### src/rtl/pfft_frame_ctrl.sv
// Frame controller in front of a parallel FFT: 2-entry skid buffer that stamps
// tlast/tuser per frame, handles runtime length changes and counts FFT lane events.
module pfft_frame_ctrl #(
  parameter int unsigned MAX_FFT_LEN  = 2048,
  parameter int unsigned SAMP_PER_CLK = 2,
  parameter int unsigned SAMP_WID     = 32,
  parameter int unsigned TUSER        = 8,
  parameter int unsigned CNT_WID      = 16
) (
  input  logic                               clk,
  input  logic                               rst,
  input  logic [$clog2(MAX_FFT_LEN):0]       cfg_log2_len,
  input  logic                               cfg_load,
  output logic                               cfg_err,
  input  logic [SAMP_PER_CLK*SAMP_WID-1:0]   s_axis_tdata,
  input  logic                               s_axis_tvalid,
  output logic                               s_axis_tready,
  output logic [SAMP_PER_CLK*SAMP_WID-1:0]   m_axis_tdata,
  output logic                               m_axis_tvalid,
  output logic                               m_axis_tlast,
  output logic [TUSER-1:0]                   m_axis_tuser,
  input  logic                               m_axis_tready,
  input  logic [SAMP_PER_CLK-1:0]            event_tlast_unexpected,
  input  logic [SAMP_PER_CLK-1:0]            event_tlast_missing,
  input  logic [SAMP_PER_CLK-1:0]            event_fft_overflow,
  input  logic [SAMP_PER_CLK-1:0]            event_data_in_channel_halt,
  output logic [CNT_WID-1:0]                 tlast_err_cnt,
  output logic [CNT_WID-1:0]                 ovf_cnt,
  output logic [CNT_WID-1:0]                 halt_cnt,
  input  logic                               cnt_clr,
  output logic [TUSER-1:0]                   frame_cnt
);

  localparam int unsigned LOG2_MAX = $clog2(MAX_FFT_LEN);
  localparam int unsigned LOG2_SPC = $clog2(SAMP_PER_CLK);
  localparam int unsigned LW       = LOG2_MAX + 1;
  localparam int unsigned MIN_LOG2 = LOG2_SPC + 3;
  localparam int unsigned DW       = SAMP_PER_CLK * SAMP_WID;
  localparam int unsigned BW       = LOG2_MAX - LOG2_SPC;

  typedef struct packed {
    logic [DW-1:0]    data;
    logic             last;
    logic [TUSER-1:0] user;
  } beat_t;

  logic [LW-1:0]    act_log2;
  logic [LW-1:0]    pend_log2;
  logic [LW-1:0]    eff_log2;
  logic [BW-1:0]    beat_cnt;
  logic [BW:0]      beats_in_frame;
  logic [TUSER-1:0] seq;
  logic             in_last;
  logic             cfg_ok;
  logic             push;
  beat_t            in_beat;
  beat_t            out_q, out_n;
  beat_t            skid_q, skid_n;
  logic             out_valid, out_valid_n;
  logic             skid_valid, skid_valid_n;

  // A pending length is picked up whenever the beat counter sits at a frame boundary
  always_comb begin
    eff_log2       = (beat_cnt == '0) ? pend_log2 : act_log2;
    beats_in_frame = (BW+1)'(1) << (eff_log2 - LW'(LOG2_SPC));
    in_last        = ({1'b0, beat_cnt} == (beats_in_frame - (BW+1)'(1)));
    cfg_ok         = (cfg_log2_len >= LW'(MIN_LOG2)) && (cfg_log2_len <= LW'(LOG2_MAX));
    push           = s_axis_tvalid && s_axis_tready;
    in_beat        = '{data: s_axis_tdata, last: in_last, user: seq};
  end

  always_ff @(posedge clk or posedge rst) begin
    if (rst) begin
      act_log2  <= LW'(LOG2_MAX);
      pend_log2 <= LW'(LOG2_MAX);
      beat_cnt  <= '0;
      seq       <= '0;
      cfg_err   <= 1'b0;
    end else begin
      act_log2 <= eff_log2;
      if (cfg_load) begin
        if (cfg_ok) pend_log2 <= cfg_log2_len;
        else        cfg_err   <= 1'b1;
      end
      if (push) begin
        if (in_last) begin
          beat_cnt <= '0;
          seq      <= seq + TUSER'(1);
        end else begin
          beat_cnt <= beat_cnt + BW'(1);
        end
      end
    end
  end

  // Skid buffer: output register fed from the skid entry first to keep order
  always_comb begin
    out_valid_n  = out_valid;
    out_n        = out_q;
    skid_valid_n = skid_valid;
    skid_n       = skid_q;
    if (!out_valid || m_axis_tready) begin
      if (skid_valid) begin
        out_valid_n  = 1'b1;
        out_n        = skid_q;
        skid_valid_n = push;
        if (push) skid_n = in_beat;
      end else begin
        out_valid_n = push;
        if (push) out_n = in_beat;
      end
    end else if (push) begin
      skid_valid_n = 1'b1;
      skid_n       = in_beat;
    end
  end

  always_ff @(posedge clk or posedge rst) begin
    if (rst) begin
      out_valid     <= 1'b0;
      skid_valid    <= 1'b0;
      out_q         <= '0;
      skid_q        <= '0;
      s_axis_tready <= 1'b0;
    end else begin
      out_valid     <= out_valid_n;
      skid_valid    <= skid_valid_n;
      out_q         <= out_n;
      skid_q        <= skid_n;
      s_axis_tready <= !(out_valid_n && skid_valid_n);
    end
  end

  assign m_axis_tvalid = out_valid;
  assign m_axis_tdata  = out_q.data;
  assign m_axis_tlast  = out_q.last;
  assign m_axis_tuser  = out_q.user;

  always_ff @(posedge clk or posedge rst) begin
    if (rst)                                           frame_cnt <= '0;
    else if (out_valid && m_axis_tready && out_q.last) frame_cnt <= frame_cnt + TUSER'(1);
  end

  function automatic logic [CNT_WID-1:0] sat_inc(input logic [CNT_WID-1:0] c, input logic ev);
    return (ev && (c != '1)) ? c + CNT_WID'(1) : c;
  endfunction

  // One increment per cycle no matter how many lanes flag; clear has priority
  always_ff @(posedge clk or posedge rst) begin
    if (rst) begin
      tlast_err_cnt <= '0;
      ovf_cnt       <= '0;
      halt_cnt      <= '0;
    end else if (cnt_clr) begin
      tlast_err_cnt <= '0;
      ovf_cnt       <= '0;
      halt_cnt      <= '0;
    end else begin
      tlast_err_cnt <= sat_inc(tlast_err_cnt, |(event_tlast_unexpected | event_tlast_missing));
      ovf_cnt       <= sat_inc(ovf_cnt, |event_fft_overflow);
      halt_cnt      <= sat_inc(halt_cnt, |event_data_in_channel_halt);
    end
  end

endmodule
### config.mk
export PLATFORM = sky130hd
export DESIGN_NAME = pfft_frame_ctrl
export DESIGN_NICKNAME = d
export VERILOG_FILES = /design/src/rtl/pfft_frame_ctrl.sv
export SDC_FILE = /design/constraint.sdc
export NUM_CORES = 1
export LEC_CHECK = 0
export CAP_MARGIN = 20
export CORE_ASPECT_RATIO = 0.5
export CORE_MARGIN = 2
export CORE_UTILIZATION = 50
export DETAILED_ROUTE_END_ITERATION = 10
export GPL_TIMING_DRIVEN = 0
export PLACE_DENSITY = 0.78
export SLEW_MARGIN = 20
export SYNTH_ARGS = -nofsm -noshare
export SYNTH_HDL_FRONTEND = slang
export SYNTH_SLANG_ARGS = --single-unit
### constraint.sdc
create_clock -name clk -period 15.33 [get_ports clk]
set_input_delay 3.066 -clock clk [delete_from_list [all_inputs] [get_ports clk]]
set_output_delay 3.066 -clock clk [all_outputs]
set_load 0.02 [all_outputs]
== Word level (Yosys, flattened, before mapping) ==
Cells that the tools add are included.
Operators by class
  add/subtract/negate cells: 8
  order comparisons: 2
  eq/ne operators: 5
  shifts and indexed selects: 1
  multiplexer cells: 18
  bitwise gates (word level): 2
  reduce and logical (&&, ||, !) cells: 23
Operators by type and width (number)
  $mux W73: 5
  $mux W16: 6
  $add A16 B1 Y16 const B: 3
  $ne A16 B16 Y1 const B: 3
  $add A8 B1 Y8 const B: 2
  $ge A12 B3 Y1 const B: 1
  $le A12 B4 Y1 const B: 1
  $mux W12: 1
  $shl A1 B12 Y11 const A: 1
  $sub A12 B1 Y12 const B: 1
  $eq A10 B11 Y1: 1
  $sub A11 B1 Y11 const B: 1
  $add A10 B1 Y10 const B: 1
  $logic_not A10 Y1: 1
  $mux W10: 1
  $logic_and A1 B1 Y1: 8
  $reduce_and A2 Y1: 4
  $reduce_bool A2 Y1: 4
  $reduce_or A2 Y1: 3
  $mux W1: 5
  $logic_not A1 Y1: 2
  $ne A2 B2 Y1 const B: 1
  $or A2 B2 Y2: 1
  $logic_or A1 B1 Y1: 1
  $not A1 Y1: 1
Word-level totals
  flip-flop bits (word level): 248
  bits of input ports: 90
  output and inout port bits: 132
  logic and storage cells: 77

== Depth between registers and ports, before layout ==
Gate-level depths: netlist (run 1).
  word-level depth: 9
  gate-level depth with buffers: 17

== Least setup slack after synthesis (run 1) ==
OpenSTA, ideal clock, no wires.
  path kind: in2reg
  start point: input s_axis_tvalid
  end point: register out_q, in the netlist m_axis_tdata[0]
  arrival: 4415 ps
  required time: 15247 ps
  path slack: 10832 ps
  stages on the path: 7
  path buffers: 3
  cell sequence: and2_1 > o21ai_0 > clkbuf_1 > buf_1 > clkbuf_1 > nand2_1 > o21ai_0
Between the ends
  longest elaborated chain between the ends: 3
RTL lines
  start, declared: RTL line 16  | input logic s_axis_tvalid,
  $logic_and A1 B1 Y1: RTL line 68  | push = s_axis_tvalid && s_axis_tready;
  $reduce_bool A2 Y1 (no source line)
  $reduce_and A2 Y1 (no source line)
  end signal, assigned: RTL line 128  | out_q <= out_n;
  end, declared: RTL line 57  | beat_t out_q, out_n;
Every way passes these cells.
A chain may end at the register's enable or synchronous reset.

== Final worst setup path (run 1) ==
  start point: input s_axis_tvalid
  end point: register out_q, in the netlist m_axis_tuser[0]
The elaborated chain is that of the path after synthesis.

==> out/results.ini, run 1 <==
[clock_network]
insertion_delay_ns = 0.53
tritoncts = yes
ctsResizeCount = 0
numClockSinks = 248
hold_buffers = 0
clkTransAtPathRegs_ns = 0.07
postCtsSetupRepairBufs = 0
htreeDepth = 1
cts_buffers = 23
clockRootBuffer = clkbuf_16
clk_path_buf_depth = 3

[floorplan]
core_sq_um = 22800
die_y_um = 112
die_width_um = 219
rows = 39
dieArea_sq_um = 24500
ios = 222
start_util = 0.508

[placed_design]
io_buffers = 220
dp_hpwl_mm = 20.5
place_ws_ns = 9.60
dpl.cell_count = 1596
gp_congestion = 0.901

[final_layout]
fillers = 1762
mostFrequentLayoutCells = 242 x dfrtp_1, 220 x clkdlybuf4s50_1, 140 x nand2_1, 95 x o21ai_0
drive_gt1_frac = 0.106
final_common_cell = dfrtp_1
syn_to_final_growth_pct = 29.2
utilization = 0.657
final_nets = 1412
antenna-diode-count = 0
final_cells = 1636

[setup_path]
startpoint = s_axis_tvalid
path_class = in -> reg
worst_ep_arrival_time_ns = 5.59
critPathMaxFanout = 10
cp_cell_sequence = clkdlybuf4s50_1 > and2_1 > o21ai_0 > clkbuf_1 > buf_1 > clkbuf_1 > nand2_1 > o21ai_0
critPathBufInv = 4
worst_setup_path_end_kind = flop
cp-start-kind = primary input
cp_data_required_time_ns = 15.76
slowest_delay_ns = 0.53
crit_slowest_cell = buf_1
rr_startpoint = beat_cnt[0]
crit_family = buffers and inverters

[grt]
first_global_vias = 9086
grt_start_max_net_pins = 102
track_usage = 0.235
grt.overflow.total = 0
grt_pass1_wl_mm = 46.4
antenna_found_initial = 0

[synth]
synth-edff-count = 0
synth.net_count = 1165
synth-seq-cells = 248
synth.distinct_cells = 66
synthDominantCellAreaShare = 0.523
syn_area_per_cell_sq_um = 10.9
synth_ff_type = dfrtp_1
yosysTopAreaCell = dfrtp_1
syn_inst = 1067
syn-cell-area_sq_um = 11600
synthArstFlopShare = 1.00
netlist_top_cells_area = dfrtp_1 52%, mux2_2 7.8%, mux2i_1 6.9%
yosysSeqAreaShare = 0.536
ys_warn_count = 0

[timing]
period_share = 0.337
timing.slew.headroom = 0.467
setup_tns_ns = 0
worst_slew_pin_slew_ns = 0.800
slew_violations = 0
clock_skew_ns = 0.00814
fmax_ghz = 0.194
finalHoldViolCount = 0
setup_ws_ns = 10.17
rsz0062_at_grt = false
timing.final.crit_period_ns = 5.16
setup_viol = 0

[pwr]
peakVddDrop_v = 0.000101
p_leak_nw = 6.45
power_density_nw_per_um2 = 162

[drt]
vias_per_cell = 5.44
post_drt_wl_per_cell_um = 17.2
first_pass_iters = 5
wirelength_mm = 28.2
drtIter0Drc = 509
ant_nets = 0
vias = 8908
post-route-drc-count = 0

[status]
outcome = complete, no violations

[worst_hold_path]
worstHoldPathType = reg -> reg
hold_path.startpoint = cfg_err

[flow_run]
drv_cap = 0

[stage by stage]
step / cell area [sq um] / total power, mW / hold WS (ns)
after floorplan: 11600 / 1.51 / 0.437
after global placement: 14200 / 1.84 / 0.452
after global routing: 15000 / 2.57 / 0.475
after CTS: 15000 / 2.44 / 0.473
after detailed placement: 14200 / 1.87 / 0.457
final: 15000 / 2.43 / 0.470
[power breakdown]
part	total, mW	switching, mW	internal (mW)
combinational	0.912	0.494	0.418
clock	0.565	0.253	0.313
sequential	0.948	0.107	0.841
total	2.43	0.854	1.57
[area by class of cell]
cell class / count / area (sq um) / area share
inverter: 14 / 60.1 / 0.00401
clock inverter: 5 / 42.5 / 0.00284
tap: 307 / 384 / 0.0257
sequential: 248 / 6210 / 0.415
buffer: 56 / 220 / 0.0147
multi-input combinational: 749 / 5100 / 0.341
timing repair buffer: 222 / 2260 / 0.151
clock buffer: 35 / 691 / 0.0461
[cells in the mapped netlist (4+ instances only)]
cell type	number
or3_1	14
nor4_1	10
nand4_1	18
xnor2_1	24
o31ai_1	4
mux2_2	80
clkbuf_1	46
nand2_1	140
dfrtp_1	242
o21ai_0	95
mux2i_1	80
nor3b_1	9
buf_1	7
and3_1	18
ha_1	8
dfstp_2	6
a211o_1	4
a21oi_1	19
and4_1	4
xor2_1	41
nor2_1	73
and2_1	13
nand2b_1	5
nand3_1	28
nor3_1	9
inv_1	14
[logic make-up (layout without fill, tap and decap cells)]
| family | count (synthesis) | in the layout | share of synthesized area |
|---|---|---|---|
| AND/OR/NAND/NOR | 361 | 361 | 0.153 |
| flip-flops | 248 | 248 | 0.536 |
| multiplexers | 161 | 161 | 0.148 |
| AO/OA/AOI/OAI | 153 | 153 | 0.0809 |
| buffers and inverters | 70 | 332 | 0.0235 |
| XOR/XNOR | 65 | 65 | 0.0491 |
| adder cells (fa/ha/maj) | 9 | 9 | 0.00951 |
[worst paths after layout]
kind                            cells past startpoint          endpoint  slack [ns]
worst min register to register                      1           cfg_err        0.47
worst max-delay path                                8   m_axis_tuser[0]       10.17
max in group asynchronous                           4       act_log2[0]       11.14
min in group asynchronous                           2  tlast_err_cnt[6]        2.94
worst min-delay path                                1           cfg_err        0.47
worst max register to register                     17       beat_cnt[3]       10.44
[layer usage]
metal | global-route usage | vias up | routed length, um
li1 | - | 4226 | -
met2 | 0.407 | 164 | 13900
met1 | 0.307 | 4472 | 12500
met4 | 0.0590 | 0 | 705
met5 | 0 | - | 0
met3 | 0.0399 | 46 | 1030
[sequential cells by signal (all words and copies together), names as in the netlist]
signal         cells
beat_cnt          10
m_axis_tlast       1
cfg_err            1
m_axis_tuser       8
m_axis_tdata      64
skid_valid         1
frame_cnt          8
pend_log2         12
act_log2          12
ovf_cnt           16
halt_cnt          16
m_axis_tvalid      1
seq                8
tlast_err_cnt     16
s_axis_tready      1
skid_q            73
Power figures use the tool's default switching activity.
==> inputs of run 2 (changes only) <==
- clock period: 15.33 -> 4.99 ns (I/O delays scaled with it)
==> run 2 against run 1 <==
Net effect:
- setup slack worse by 9.9 ns
- combinational power grew to 3.1 times the previous value
- clock-buffer cell count is 2 lower
- clock power grew to 3.2 times the previous value
- critical path depth is 9 higher
- highest routed layer unchanged
- design area is 1.4% higher
- final cell count is 0.98% higher
- critical endpoint is now beat_cnt[4]
- total power grew to 3.1 times the previous value
- sequential cell count stayed put
==> out/results.ini, run 2 (synthesized netlist as in run 1, its figures left out) <==
[status]
outcome = complete, no violations

[setup_path]
cp-start-kind = flop
crit_slowest_cell = or4b_4
critPathBufInv = 5
cp_cell_sequence = inv_1 > ha_1 > nor3b_1 > and3_1 > buf_2 > buf_1 > mux2_2 > nand2_1 > ha_1 > inv_1 > or2_2 > a21o_1 > a31oi_2 > a211oi_4 > buf_4 > or4b_4 > o2bb2ai_1
worst_ep_arrival_time_ns = 5.08
critPathMaxFanout = 10
path_class = reg -> reg
slowest_delay_ns = 0.57
worst_setup_path_end_kind = flop
cp_data_required_time_ns = 5.40
crit_family = simple AND/OR/NAND/NOR gates

[final_layout]
final_cells = 1652
fillers = 1762
syn_to_final_growth_pct = 31.1
drive_gt1_frac = 0.118
final_common_cell = dfrtp_1
final_nets = 1425
utilization = 0.666
largest_reg_flops = 73
mostFrequentLayoutCells = 242 x dfrtp_1, 220 x clkdlybuf4s50_1, 140 x nand2_1, 95 x o21ai_0
regMostFlops = skid_q

[pwr]
p_int_mw = 4.93
power.share.sequential = 0.385
power.share.clock = 0.241
p_comb_frac = 0.373
p_leak_nw = 6.56
power_density_nw_per_um2 = 499
p_sw_frac = 0.349
power_mw = 7.58
peakVddDrop_v = 0.000327
power_switching_mw = 2.65

[floorplan]
ios = 222
die_width_um = 219
start_util = 0.508
core_sq_um = 22800
dieArea_sq_um = 24500
rows = 39
die_y_um = 112

[grt]
grt_start_max_net_pins = 36
grt_pass1_wl_mm = 47.9
antenna_found_initial = 1
first_global_vias = 9507
grt.overflow.total = 0
track_usage = 0.242

[drt]
wirelength_mm = 29.2
drtIter0Drc = 492
first_pass_iters = 5
post-route-drc-count = 0
vias = 9012
ant_nets = 0
vias_per_cell = 5.46
post_drt_wl_per_cell_um = 17.7

[clock_network]
clk_path_buf_depth = 3
insertion_delay_ns = 0.53
clockRootBuffer = clkbuf_16
tritoncts = yes
htreeDepth = 1
cts_buffers = 23
clkTransAtPathRegs_ns = 0.06
numClockSinks = 248
hold_buffers = 0

[placed_design]
io_buffers = 220
dpl.cell_count = 1602
dp_hpwl_mm = 21.4
gp_congestion = 0.867

[timing]
rsz0062_at_grt = false
finalHoldViolCount = 0
slew_violations = 0
clock_skew_ns = 0.0124
setup_tns_ns = 0
timing.slew.headroom = 0.448
fmax_ghz = 0.214
setup_viol = 0
worst_slew_pin_slew_ns = 0.827
period_share = 0.936
timing.final.crit_period_ns = 4.67
worst_hold_slack_ns = 0.472

[flow_run]
drv_cap = 0

[worst_hold_path]
worstHoldPathType = reg -> reg

## run 2: cell types whose count changed in the layout (fill, tap and decap cells not counted), moves of 2 or more
| cell | change |
|---|---|
| buf_12 | +8 |
| buf_4 | +7 |
| buf_16 | -2 |
| bufinv_16 | +2 |
| clkinv_2 | +2 |
## run 2: worst paths after layout
path                       slack (ns)        start  cells past startpoint                to
min in group asynchronous        0.69          rst                      2  m_axis_tdata[45]
setup / recovery                 0.32  beat_cnt[0]                     17       beat_cnt[4]
max in group asynchronous        3.20          rst                      6   m_axis_tdata[3]
hold reg to reg                  0.47  act_log2[8]                      2       act_log2[8]
hold / removal                   0.47  act_log2[8]                      2       act_log2[8]
setup reg to reg                 0.32  beat_cnt[0]                     17       beat_cnt[4]
## run 2: repair_timing
item	4_1_cts	5_1_grt
gates resized for setup	0	1
setup endpoints to repair	0	7
buffers inserted	0	7
## run 2: final cells by class
class / count / area, sq um / share of cell area
Sequential cell: 248 / 6210 / 0.409
Multi-Input combinational cell: 749 / 5100 / 0.336
Timing Repair Buffer: 235 / 2410 / 0.159
Clock buffer: 33 / 673 / 0.0443
Tap cell: 307 / 384 / 0.0253
Buffer: 56 / 220 / 0.0145
Clock inverter: 9 / 113 / 0.00742
Inverter: 14 / 56.3 / 0.00371
Antenna cell: 1 / 2.50 / 0.000165
## run 2: worst reg2reg max path, cell delays in order, from the launching register on
cell and delay [ns]:
dfrtp_1 0.43, inv_1 0.14, ha_1 0.16, nor3b_1 0.45, and3_1 0.27, buf_2 0.24
buf_1 0.42, mux2_2 0.39, nand2_1 0.07, ha_1 0.19, inv_1 0.07, or2_2 0.33
a21o_1 0.19, a31oi_2 0.19, a211oi_4 0.10, buf_4 0.19, or4b_4 0.57, o2bb2ai_1 0.15
## run 2: stage by stage
step,setup slack (ns),cell area (sq um)
after detailed placement,0.233,14300
after global routing,0.0693,15200
after global placement,-0.966,14200
after CTS,0.209,15100
final,0.318,15200
after floorplan,0.737,11600
## run 2: power groups by stage
| stage | Combinational (mW) | Sequential (mW) | Clock (mW) |
|---|---|---|---|
| 2_1_floorplan | 1.45 | 3.20 | 0 |
| 3_5_place_dp | 2.84 | 2.94 | 0 |
| 3_3_place_gp | 2.75 | 2.92 | 0 |
| 4_1_cts | 2.85 | 2.92 | 1.86 |
| 6_report | 2.83 | 2.92 | 1.83 |
| 5_1_grt | 3.07 | 2.98 | 1.95 |
## run 2: routing by layer
metal / global-route usage / wire length (um) / up-vias
met5: 0 / 0 / -
met4: 0.0667 / 687 / 0
met3: 0.0445 / 1160 / 43
met2: 0.417 / 14700 / 180
met1: 0.314 / 12600 / 4521
li1: - / - / 4268
==> inputs of run 3 (changes only) <==
- GPL_ROUTABILITY_DRIVEN: not set -> 0
- PLACE_DENSITY: 0.78 -> 0.77
==> run 3 against run 2 <==
Net effect:
- sequential cell count unchanged
- first-iteration DRC count grew 14%
- final cell count decreased by 0.18%
- critical path depth stayed put
- via count rose by 0.65%
- die area unchanged
- clock power down 3%
- global-route usage shrank 0.36 points
- setup slack improved by 0.027 ns
- clock-buffer cell count grew 1
- largest power group unchanged
- highest routed layer unchanged
==> out/results.ini, run 3 (synthesized netlist as in run 1, its figures left out) <==
[drt]
post_drt_wl_per_cell_um = 17.6
vias_per_cell = 5.50
vias = 9071
wirelength_mm = 29.0
first_pass_iters = 5
ant_nets = 0
drtIter0Drc = 559
post-route-drc-count = 0

[setup_path]
path_class = reg -> reg
worst_ep_arrival_time_ns = 5.08
worst_setup_path_end_kind = flop
critPathMaxFanout = 10
cp-start-kind = flop
cp_data_required_time_ns = 5.42

[floorplan]
rows = 39
dieArea_sq_um = 24500
die_width_um = 219
start_util = 0.508
die_y_um = 112
core_sq_um = 22800
ios = 222

[placed_design]
dpl.cell_count = 1602
io_buffers = 220
place_ws_ns = 0.296
dp_hpwl_mm = 20.9
place_area_sq_um = 14300

[clock_network]
cts_buffers = 23
tritoncts = yes
clockRootBuffer = clkbuf_16
clkTransAtPathRegs_ns = 0.07
numClockSinks = 248
insertion_delay_ns = 0.53
htreeDepth = 1
clk_path_buf_depth = 3
hold_buffers = 0

[timing]
slew_violations = 0
period_share = 0.931
fmax_ghz = 0.215
setup_viol = 0
setup_ws_ns = 0.344
setup_tns_ns = 0
timing.slew.headroom = 0.459
finalHoldViolCount = 0
worst_slew_pin_slew_ns = 0.812
rsz0062_at_grt = false
clock_skew_ns = 0.0128
timing.final.crit_period_ns = 4.65

[final_layout]
largest_reg_flops = 73
mostFrequentLayoutCells = 242 x dfrtp_1, 220 x clkdlybuf4s50_1, 140 x nand2_1, 95 x o21ai_0
drive_gt1_frac = 0.114
antenna-diode-count = 0
final_common_cell = dfrtp_1
design_area_sq_um = 15100
syn_to_final_growth_pct = 30.6
final_nets = 1425
regMostFlops = skid_q
final_cells = 1649

[grt]
grt.overflow.total = 0
antenna_found_initial = 0
grt_pass1_wl_mm = 47.0
grt_start_max_net_pins = 35
track_usage = 0.238
first_global_vias = 9291

[status]
outcome = complete, no violations

[flow_run]
drv_cap = 0

[pwr]
p_leak_nw = 6.53
power_density_nw_per_um2 = 497
power_mw = 7.53
peakVddDrop_v = 0.000323

[worst_hold_path]
worstHoldPathType = reg -> reg

==> run 3: path summary, 6_finish.rpt <==
kind	start	to	slack, ns	cells past startpoint
max in group asynchronous	rst	skid_q[14]	3.04	6
min reg2reg	cfg_err	cfg_err	0.47	1
min	cfg_err	cfg_err	0.47	1
max reg2reg	beat_cnt[0]	m_axis_tlast	0.34	17
min in group asynchronous	rst	ovf_cnt[5]	0.77	2
max	beat_cnt[0]	m_axis_tlast	0.34	17
==> run 3: layout make-up <==
class	count	area, sq um
clock inverters	6	83.8
repair buffers	235	2410
flip-flops and latches	248	6210
multi-input cells	749	5100
well taps	307	384
plain buffers	56	220
fillers	1789	7650
clock buffers	34	657
inverters	14	56.3
==> run 3: critical path, cell delays in order (launching register included) <==
cell	delay [ns]
dfrtp_1	0.44
inv_1	0.14
ha_1	0.15
nor3b_1	0.44
and3_1	0.27
buf_2	0.24
buf_1	0.40
mux2_2	0.39
nand2_1	0.07
ha_1	0.19
inv_1	0.07
or2_2	0.33
a21o_1	0.19
a31oi_2	0.18
a211oi_4	0.10
buf_4	0.19
or4b_4	0.58
o31ai_4	0.18
==> run 3: power by group <==
group / switching (mW) / total [mW] / internal (mW)
sequential: 0.331 / 2.92 / 2.58
combinational: 1.53 / 2.83 / 1.30
clock: 0.769 / 1.78 / 1.01
==> run 3: per-layer routing <==
layer,GRT usage,share of wire,vias up
li1,-,-,4262
met1,0.315,0.43,4538
met2,0.403,0.50,212
met3,0.0440,0.048,59
met4,0.0716,0.026,0
met5,0,0,-
==> run 3: metrics by stage <==
step                      hold slack, ns  utilization
after floorplan                    0.437            -
after global placement             0.438        0.622
after detailed placement           0.448        0.629
after CTS                          0.463        0.662
after global routing               0.472        0.664
final                              0.474        0.664
==> run 3: what timing repair did <==
item | CTS | global route
setup endpoints to repair | 0 | 7
setup buffers | 0 | 7
gates resized for setup | 0 | 1
